$ cat config.mk
export PLATFORM = sky130hd
export DESIGN_NAME = fetch_controller_flat
export DESIGN_NICKNAME = d
export VERILOG_FILES = /design/src/rtl/fetch_controller_if.sv /design/src/rtl/fetch_controller.sv /design/src/flat_wrapper.sv
export SDC_FILE = /design/constraint.sdc
export NUM_CORES = 1
export LEC_CHECK = 0
export CAP_MARGIN = 25
export CORE_MARGIN = 5
export CORE_UTILIZATION = 55
export DETAILED_ROUTE_END_ITERATION = 12
export PLACE_DENSITY = 0.8
export SYNTH_ARGS = -nofsm -noshare
export SYNTH_HDL_FRONTEND = slang
export SYNTH_SLANG_ARGS = --single-unit
export TNS_END_PERCENT = 1
$ cat constraint.sdc
create_clock -name clk -period 5.16 [get_ports clk]
set_input_delay 0.516 -clock clk [delete_from_list [all_inputs] [get_ports clk]]
set_output_delay 0.516 -clock clk [all_outputs]
set_load 0.02 [all_outputs]
$ cat src/rtl/fetch_controller_if.sv
// Fetch controller bundle: instruction memory port, decode handshake, control and status.
interface fetch_controller_if #(
  parameter int unsigned DEPTH = 4
);
  localparam int unsigned CW = $clog2(DEPTH + 1);

  logic          fetch_en;
  logic          redirect_valid;
  logic [31:0]   redirect_pc;
  logic [31:0]   imem_pc;
  logic [31:0]   imem_inst;
  logic          out_valid;
  logic          out_ready;
  logic [31:0]   out_pc;
  logic [31:0]   out_inst;
  logic [CW-1:0] queue_count;
  logic [31:0]   fetched_total;

  modport master (
    input  fetch_en, redirect_valid, redirect_pc, imem_inst, out_ready,
    output imem_pc, out_valid, out_pc, out_inst, queue_count, fetched_total
  );

  modport slave (
    output fetch_en, redirect_valid, redirect_pc, imem_inst, out_ready,
    input  imem_pc, out_valid, out_pc, out_inst, queue_count, fetched_total
  );
endinterface

$ cat src/rtl/fetch_controller.sv
// Instruction fetch sequencer: owns the PC, reads a zero-latency memory and
// buffers {pc, inst} pairs in an in-order queue for decode; redirect flushes.
module fetch_controller #(
  parameter int unsigned DEPTH     = 4,
  parameter logic [31:0] RESET_PC  = 32'h0000_0000,
  parameter int unsigned MEM_BYTES = 1024
) (
  input  logic                clk,
  input  logic                reset,
  fetch_controller_if.master  bus
);
  localparam int unsigned PW        = $clog2(DEPTH);
  localparam int unsigned CW        = $clog2(DEPTH + 1);
  localparam logic [31:0] MEM_LIMIT = 32'(MEM_BYTES);

  typedef struct packed {
    logic [31:0] pc;
    logic [31:0] inst;
  } entry_t;

  typedef enum logic {RUN, HOLD} state_t;

  state_t        state_q, state_d;
  logic [31:0]   pc_q, pc_d;
  entry_t        mem_q [DEPTH];
  logic [PW-1:0] head_q, head_d, tail_q, tail_d;
  logic [CW-1:0] count_q, count_d;
  logic [31:0]   total_q, total_d;
  logic          deq_c, enq_c;
  logic [31:0]   pc_inc_c, target_c;

  // Next-state: handshake decode, queue bookkeeping, PC sequencing and RUN/HOLD.
  always_comb begin
    state_d  = state_q;
    pc_d     = pc_q;
    head_d   = head_q;
    tail_d   = tail_q;
    count_d  = count_q;
    total_d  = total_q;
    deq_c    = 1'b0;
    enq_c    = 1'b0;
    pc_inc_c = pc_q + 32'd4;
    target_c = (bus.redirect_pc & 32'hFFFF_FFFC) % MEM_LIMIT;

    deq_c = (count_q != '0) & bus.out_ready;
    if (state_q == HOLD) begin
      enq_c = bus.fetch_en & ~bus.redirect_valid & deq_c;
    end else begin
      enq_c = bus.fetch_en & ~bus.redirect_valid &
              ((count_q < CW'(DEPTH)) | deq_c);
    end

    if (bus.redirect_valid) begin
      state_d = RUN;
      pc_d    = target_c;
      head_d  = '0;
      tail_d  = '0;
      count_d = '0;
    end else begin
      if (deq_c) head_d = head_q + PW'(1);
      if (enq_c) begin
        tail_d  = tail_q + PW'(1);
        total_d = total_q + 32'd1;
        pc_d    = (pc_inc_c >= MEM_LIMIT) ? 32'd0 : pc_inc_c;
      end
      count_d = count_q + CW'(enq_c) - CW'(deq_c);

      case (state_q)
        RUN:     if ((count_q == CW'(DEPTH)) && !deq_c) state_d = HOLD;
        HOLD:    if (deq_c) state_d = RUN;
        default: state_d = RUN;
      endcase
    end
  end

  always_ff @(posedge clk) begin
    if (reset) begin
      state_q <= RUN;
      pc_q    <= RESET_PC;
      head_q  <= '0;
      tail_q  <= '0;
      count_q <= '0;
      total_q <= '0;
      for (int i = 0; i < int'(DEPTH); i++) mem_q[i] <= '0;
    end else begin
      state_q <= state_d;
      pc_q    <= pc_d;
      head_q  <= head_d;
      tail_q  <= tail_d;
      count_q <= count_d;
      total_q <= total_d;
      if (enq_c) mem_q[tail_q] <= '{pc: pc_q, inst: bus.imem_inst};
    end
  end

  // Head presentation is a plain mux of registered storage.
  assign bus.imem_pc       = pc_q;
  assign bus.out_valid     = (count_q != '0);
  assign bus.out_pc        = mem_q[head_q].pc;
  assign bus.out_inst      = mem_q[head_q].inst;
  assign bus.queue_count   = count_q;
  assign bus.fetched_total = total_q;
endmodule

$ cat src/flat_wrapper.sv
// flat-port wrapper written by rule: the top's interface ports become plain ports
module fetch_controller_flat 
#(
  parameter int unsigned DEPTH     = 4,
  parameter logic [31:0] RESET_PC  = 32'h0000_0000,
  parameter int unsigned MEM_BYTES = 1024
)
  (clk, reset, bus_fetch_en, bus_redirect_valid, bus_redirect_pc, bus_imem_inst, bus_out_ready, bus_imem_pc, bus_out_valid, bus_out_pc, bus_out_inst, bus_queue_count, bus_fetched_total);
  fetch_controller_if #(.DEPTH(DEPTH)) bus_i ();
  input  logic clk;
  input  logic reset;
  input wire logic [$bits(bus_i.fetch_en)-1:0] bus_fetch_en;
  input wire logic [$bits(bus_i.redirect_valid)-1:0] bus_redirect_valid;
  input wire logic [$bits(bus_i.redirect_pc)-1:0] bus_redirect_pc;
  input wire logic [$bits(bus_i.imem_inst)-1:0] bus_imem_inst;
  input wire logic [$bits(bus_i.out_ready)-1:0] bus_out_ready;
  output wire logic [$bits(bus_i.imem_pc)-1:0] bus_imem_pc;
  output wire logic [$bits(bus_i.out_valid)-1:0] bus_out_valid;
  output wire logic [$bits(bus_i.out_pc)-1:0] bus_out_pc;
  output wire logic [$bits(bus_i.out_inst)-1:0] bus_out_inst;
  output wire logic [$bits(bus_i.queue_count)-1:0] bus_queue_count;
  output wire logic [$bits(bus_i.fetched_total)-1:0] bus_fetched_total;
  assign bus_i.fetch_en = bus_fetch_en;
  assign bus_i.redirect_valid = bus_redirect_valid;
  assign bus_i.redirect_pc = bus_redirect_pc;
  assign bus_i.imem_inst = bus_imem_inst;
  assign bus_i.out_ready = bus_out_ready;
  assign bus_imem_pc = bus_i.imem_pc;
  assign bus_out_valid = bus_i.out_valid;
  assign bus_out_pc = bus_i.out_pc;
  assign bus_out_inst = bus_i.out_inst;
  assign bus_queue_count = bus_i.queue_count;
  assign bus_fetched_total = bus_i.fetched_total;
  fetch_controller #(.DEPTH(DEPTH), .RESET_PC(RESET_PC), .MEM_BYTES(MEM_BYTES)) u_core (.clk(clk), .reset(reset), .bus(bus_i));
endmodule
==> flow_results.org <==
** Outcome
- Result of the run :: completed

** Synth
- Fraction of synthesized cell area taken by the top area cell type :: 0.532
- Distinct cell type count after synthesis :: 51
- In this run the cell area of the synthesized design comes to 0.0145 mm^2.
- The synthesized design contains about 260 enable-type register cells.
- Of the synthesized area, sequential elements account for 0.634.
- Async set-or-reset flop fraction in the synthesized netlist :: 0
- Most area-hungry cell type in the Yosys netlist :: sky130_fd_sc_hd__edfxtp_1
- Xor and xnor area share after synthesis :: 0.0382
- Cell count after synthesis :: 1,137
- Synthesized netlist net count :: 1,211
- Synthesized-area fraction occupied by ao, oa, aoi and oai cells :: 0.0181
- Counting flops and latches in the post-synthesis netlist gives 330.
- Averaged over all synthesized cells, the footprint is around 13 um^2.
- Combinational family with the most area after synthesis :: simple AND/OR/NAND/NOR gates
- Ranked by total cell area, the synthesized netlist is headed by sky130_fd_sc_hd__edfxtp_1, sky130_fd_sc_hd__dfxtp_1, sky130_fd_sc_hd__mux4_2.
- Synth warn :: 0
- Top FF cell, synth :: sky130_fd_sc_hd__edfxtp_1
- Mux share of post-synthesis cell area :: 0.101
- Of the total synthesized cell area, the portion taken by full adders, half adders and majority gates is 0.00485.
- Simple-Gate Fraction of Synth Area :: 0.165

** Clocking
- Clk root buf :: sky130_fd_sc_hd__clkbuf_16
- # H-tree levels :: 2
- Number of setup buffers added after CTS :: 0
- The tree built by TritonCTS fans out to 330 sinks.
- Hold buffer count at cts :: 0
- The longest clock path from root to sink contains 3 buffers.
- Clock-pin slew was measured on the worst setup and hold paths at 60 ps.
- Post-cts sizing count :: 0
- TritonCTS built the clock tree.
- Number of buffers added by the clock tree synthesis step :: 35
- Clock latency on the worst-skew pair :: 530 ps

** STA
- Final Worst Setup Slack :: 1550 ps
- Headroom to the max-slew limit :: 0.320
- Counting I/O delays and the setup requirement, the final critical path takes 3610 ps.
- Fmax achieved :: 277 MHz
- Actual slew at the worst max-slew pin :: between 1000 and 1500 ps
- Worst clock skew :: between 30 and 40 ps
- Setup repair after global routing missed its margin :: no
- Ratio of final minimum period to clock period :: 0.700
- The final count of pins violating max slew was 0.
- The final number of hold-violating endpoints came to 0.
- Setup violations remaining at the end of the flow were counted as 0.
- Adding up every negative setup slack in the final design gives 0 ps.

** Final layout
- Non-Filler Instances :: 1,656
- Filler Cell Count :: around 1,800
- Leaving out fill and tap cells, the most frequent cell in the layout is sky130_fd_sc_hd__edfxtp_1.
- Summing all multi-input logic gate instances after layout gives 0.00478 mm^2.
- End-of-flow core utilization :: 0.681
- Synth-to-Final Area Change :: 22.5%
- In the final layout, flip-flops and latches occupy 0.00918 mm^2.
- Leading cell types in the layout, fill and taps excluded :: sky130_fd_sc_hd__edfxtp_1, sky130_fd_sc_hd__nor2_1, sky130_fd_sc_hd__clkdlybuf4s50_1, sky130_fd_sc_hd__nand2_1, sky130_fd_sc_hd__and2_1
- Nets :: 1,367
- Layout cell share with drive strength beyond 1 :: 0.114
- With fillers left out, the area of the finished cells amounts to 0.0177 mm^2.

** Pwr
- Leakage power :: 6.43 nW
- The share of total power dissipated in sequential elements is 0.504.
- The internal power of the cells totals 4.66 mW.
- For this design the total switching power over the nets is 1.32 mW.
- Worst voltage drop across the vdd grid :: between 0.0002 and 0.0003 V
- The share of total power dissipated in combinational logic is 0.076.
- Power density over the cells :: 338 mW/mm^2
- Fraction of power consumed by the clock network :: 0.420
- Net switching fraction of the power :: 0.221

** Route
- The first TritonRoute pass finished after 5 iterations.
- Number of vias per cell after detailed routing :: 5.66
- 1st-iter DRT viols :: 1,010
- Routed len/inst :: 20.4 um
- Antenna violation net count after detailed routing :: 0
- Drt total wl :: 33,800 um
- Vias post-DR :: 9,377
- After detailed routing, the number of remaining DRC violations is 0.

** Die
- The core region is 0.0260 mm^2.
- Row generation in the floorplan step produced 59 rows.
- Starting utilization of the core area :: 0.556
- In this run the vertical extent of the chip is 172 um.
- During I/O placement, the number of pins put on the boundary was 201.
- The die covers 0.0296 mm^2.
- In this run the horizontal extent of the chip is ~170 um.

** Global routing
- Total GRT Usage :: 0.229
- The first global-routing pass estimated 52,600 um of wire.
- The via count of the first global-routing pass came to approximately 9,600.
- Pin count of the biggest net entering global routing :: 65
- Summed over all layers, the global routing overflow is 0.
- Initial antenna violation count :: 0

** Placed design
- Final GP Congestion :: 0.821
- Port-buffer cells :: 176
- Prior to clock tree synthesis, the placed netlist has a worst setup slack of 1310 ps.
- Once placement completed, the tool counted placed cells totaling 1,590.
- Once placement finished, the instance area stood at roughly 0.017 mm^2.
- HPWL after detailed placement :: 20,300 um

** Worst setup path
- WP data arrival :: roughly 4000 ps
- The worst setup path is launched from a register.
- STA classifies the critical path endpoint as a register.
- The critical path in this run is classified as reg -> reg.
- Peak fanout along the critical path :: 21
- STA puts the critical path data required time at 5520 ps.

** Worst hold path
- The tightest min-delay check is of the reg -> reg type.

** Job
- Across the run, the number of max-cap violations was 0.
[synth_stat cells (all sizes together), types with 5 or more instances]
library cell,n
nand3,24
nor3,18
xor2,41
and2,77
and3,30
nor4,16
mux4,64
clkbuf,46
xnor2,22
nand2,96
nand4,19
edfxtp,256
a21oi,9
a31oi,5
dfxtp,74
inv,72
nor2,195
buf,22
[logic make-up after synthesis]
group,after synthesis
flops,330
buf+inv,140
simple gates,495
xor+xnor,63
compound gates,38
mux,66
fa+ha+maj,5
[per-layer routing]
layer,global-route usage,routed length (um)
met5,0,0
met1,0.303,13600
met2,0.387,16800
met3,0.0558,2880
met4,0.0537,546
[state kept, by name, indices dropped and copies added (netlist names), named ones only]
| signal | count |
|---|---|
| u_core.tail_q | 2 |
| u_core.bus.queue_count | 3 |
| u_core.mem_q | 256 |
| u_core.bus.imem_pc | 32 |
| u_core.bus.fetched_total | 32 |
| u_core.head_q | 2 |
| u_core.state_q | 1 |
[per-stage QoR]
stage,hold slack [ps],power [mW]
2_1_floorplan,485,3.30
3_3_place_gp,499,3.50
3_5_place_dp,507,3.52
4_1_cts,533,6.00
5_1_grt,558,6.17
6_report,527,5.97
[area by class of cell]
cell class	instances	area share
repair buffers	187	0.108
clock buffers	45	0.0528
well taps	335	0.0237
clock inverters	19	0.0120
flip-flops and latches	330	0.518
inverters	72	0.0153
diodes	1	0.000141
multi-input cells	667	0.270
[critical path, stage by stage (launching register included)]
cell and delay [ps]:
sky130_fd_sc_hd__dfxtp_1 550, sky130_fd_sc_hd__nand2_1 260, sky130_fd_sc_hd__nor4_1 660, sky130_fd_sc_hd__nand4_1 250
sky130_fd_sc_hd__and3_1 240, sky130_fd_sc_hd__a211oi_1 450, sky130_fd_sc_hd__nor4_4 160, sky130_fd_sc_hd__o21ai_2 770
sky130_fd_sc_hd__nor2_1 130
[power by group through the flow]
stage                     clock [mW]  combinational (mW)  sequential (mW)
final                           2.51               0.455             3.01
after global placement             0               0.435             3.07
after detailed placement           0               0.448             3.07
after global routing            2.67               0.485             3.02
after floorplan                    0               0.247             3.05
after CTS                       2.53               0.451             3.02
[path summary, 6_finish.rpt]
path | from | end | slack, ps | cells past startpoint
setup reg to reg | u_core.bus.imem_pc[23] | u_core.bus.imem_pc[24] | 1550 | 8
setup / recovery | u_core.bus.imem_pc[23] | u_core.bus.imem_pc[24] | 1550 | 8
hold reg to reg | u_core.bus.fetched_total[31] | u_core.bus.fetched_total[31] | 530 | 2
hold / removal | u_core.bus.fetched_total[31] | u_core.bus.fetched_total[31] | 530 | 2
Note: power is estimated with default switching activity, not from simulation.
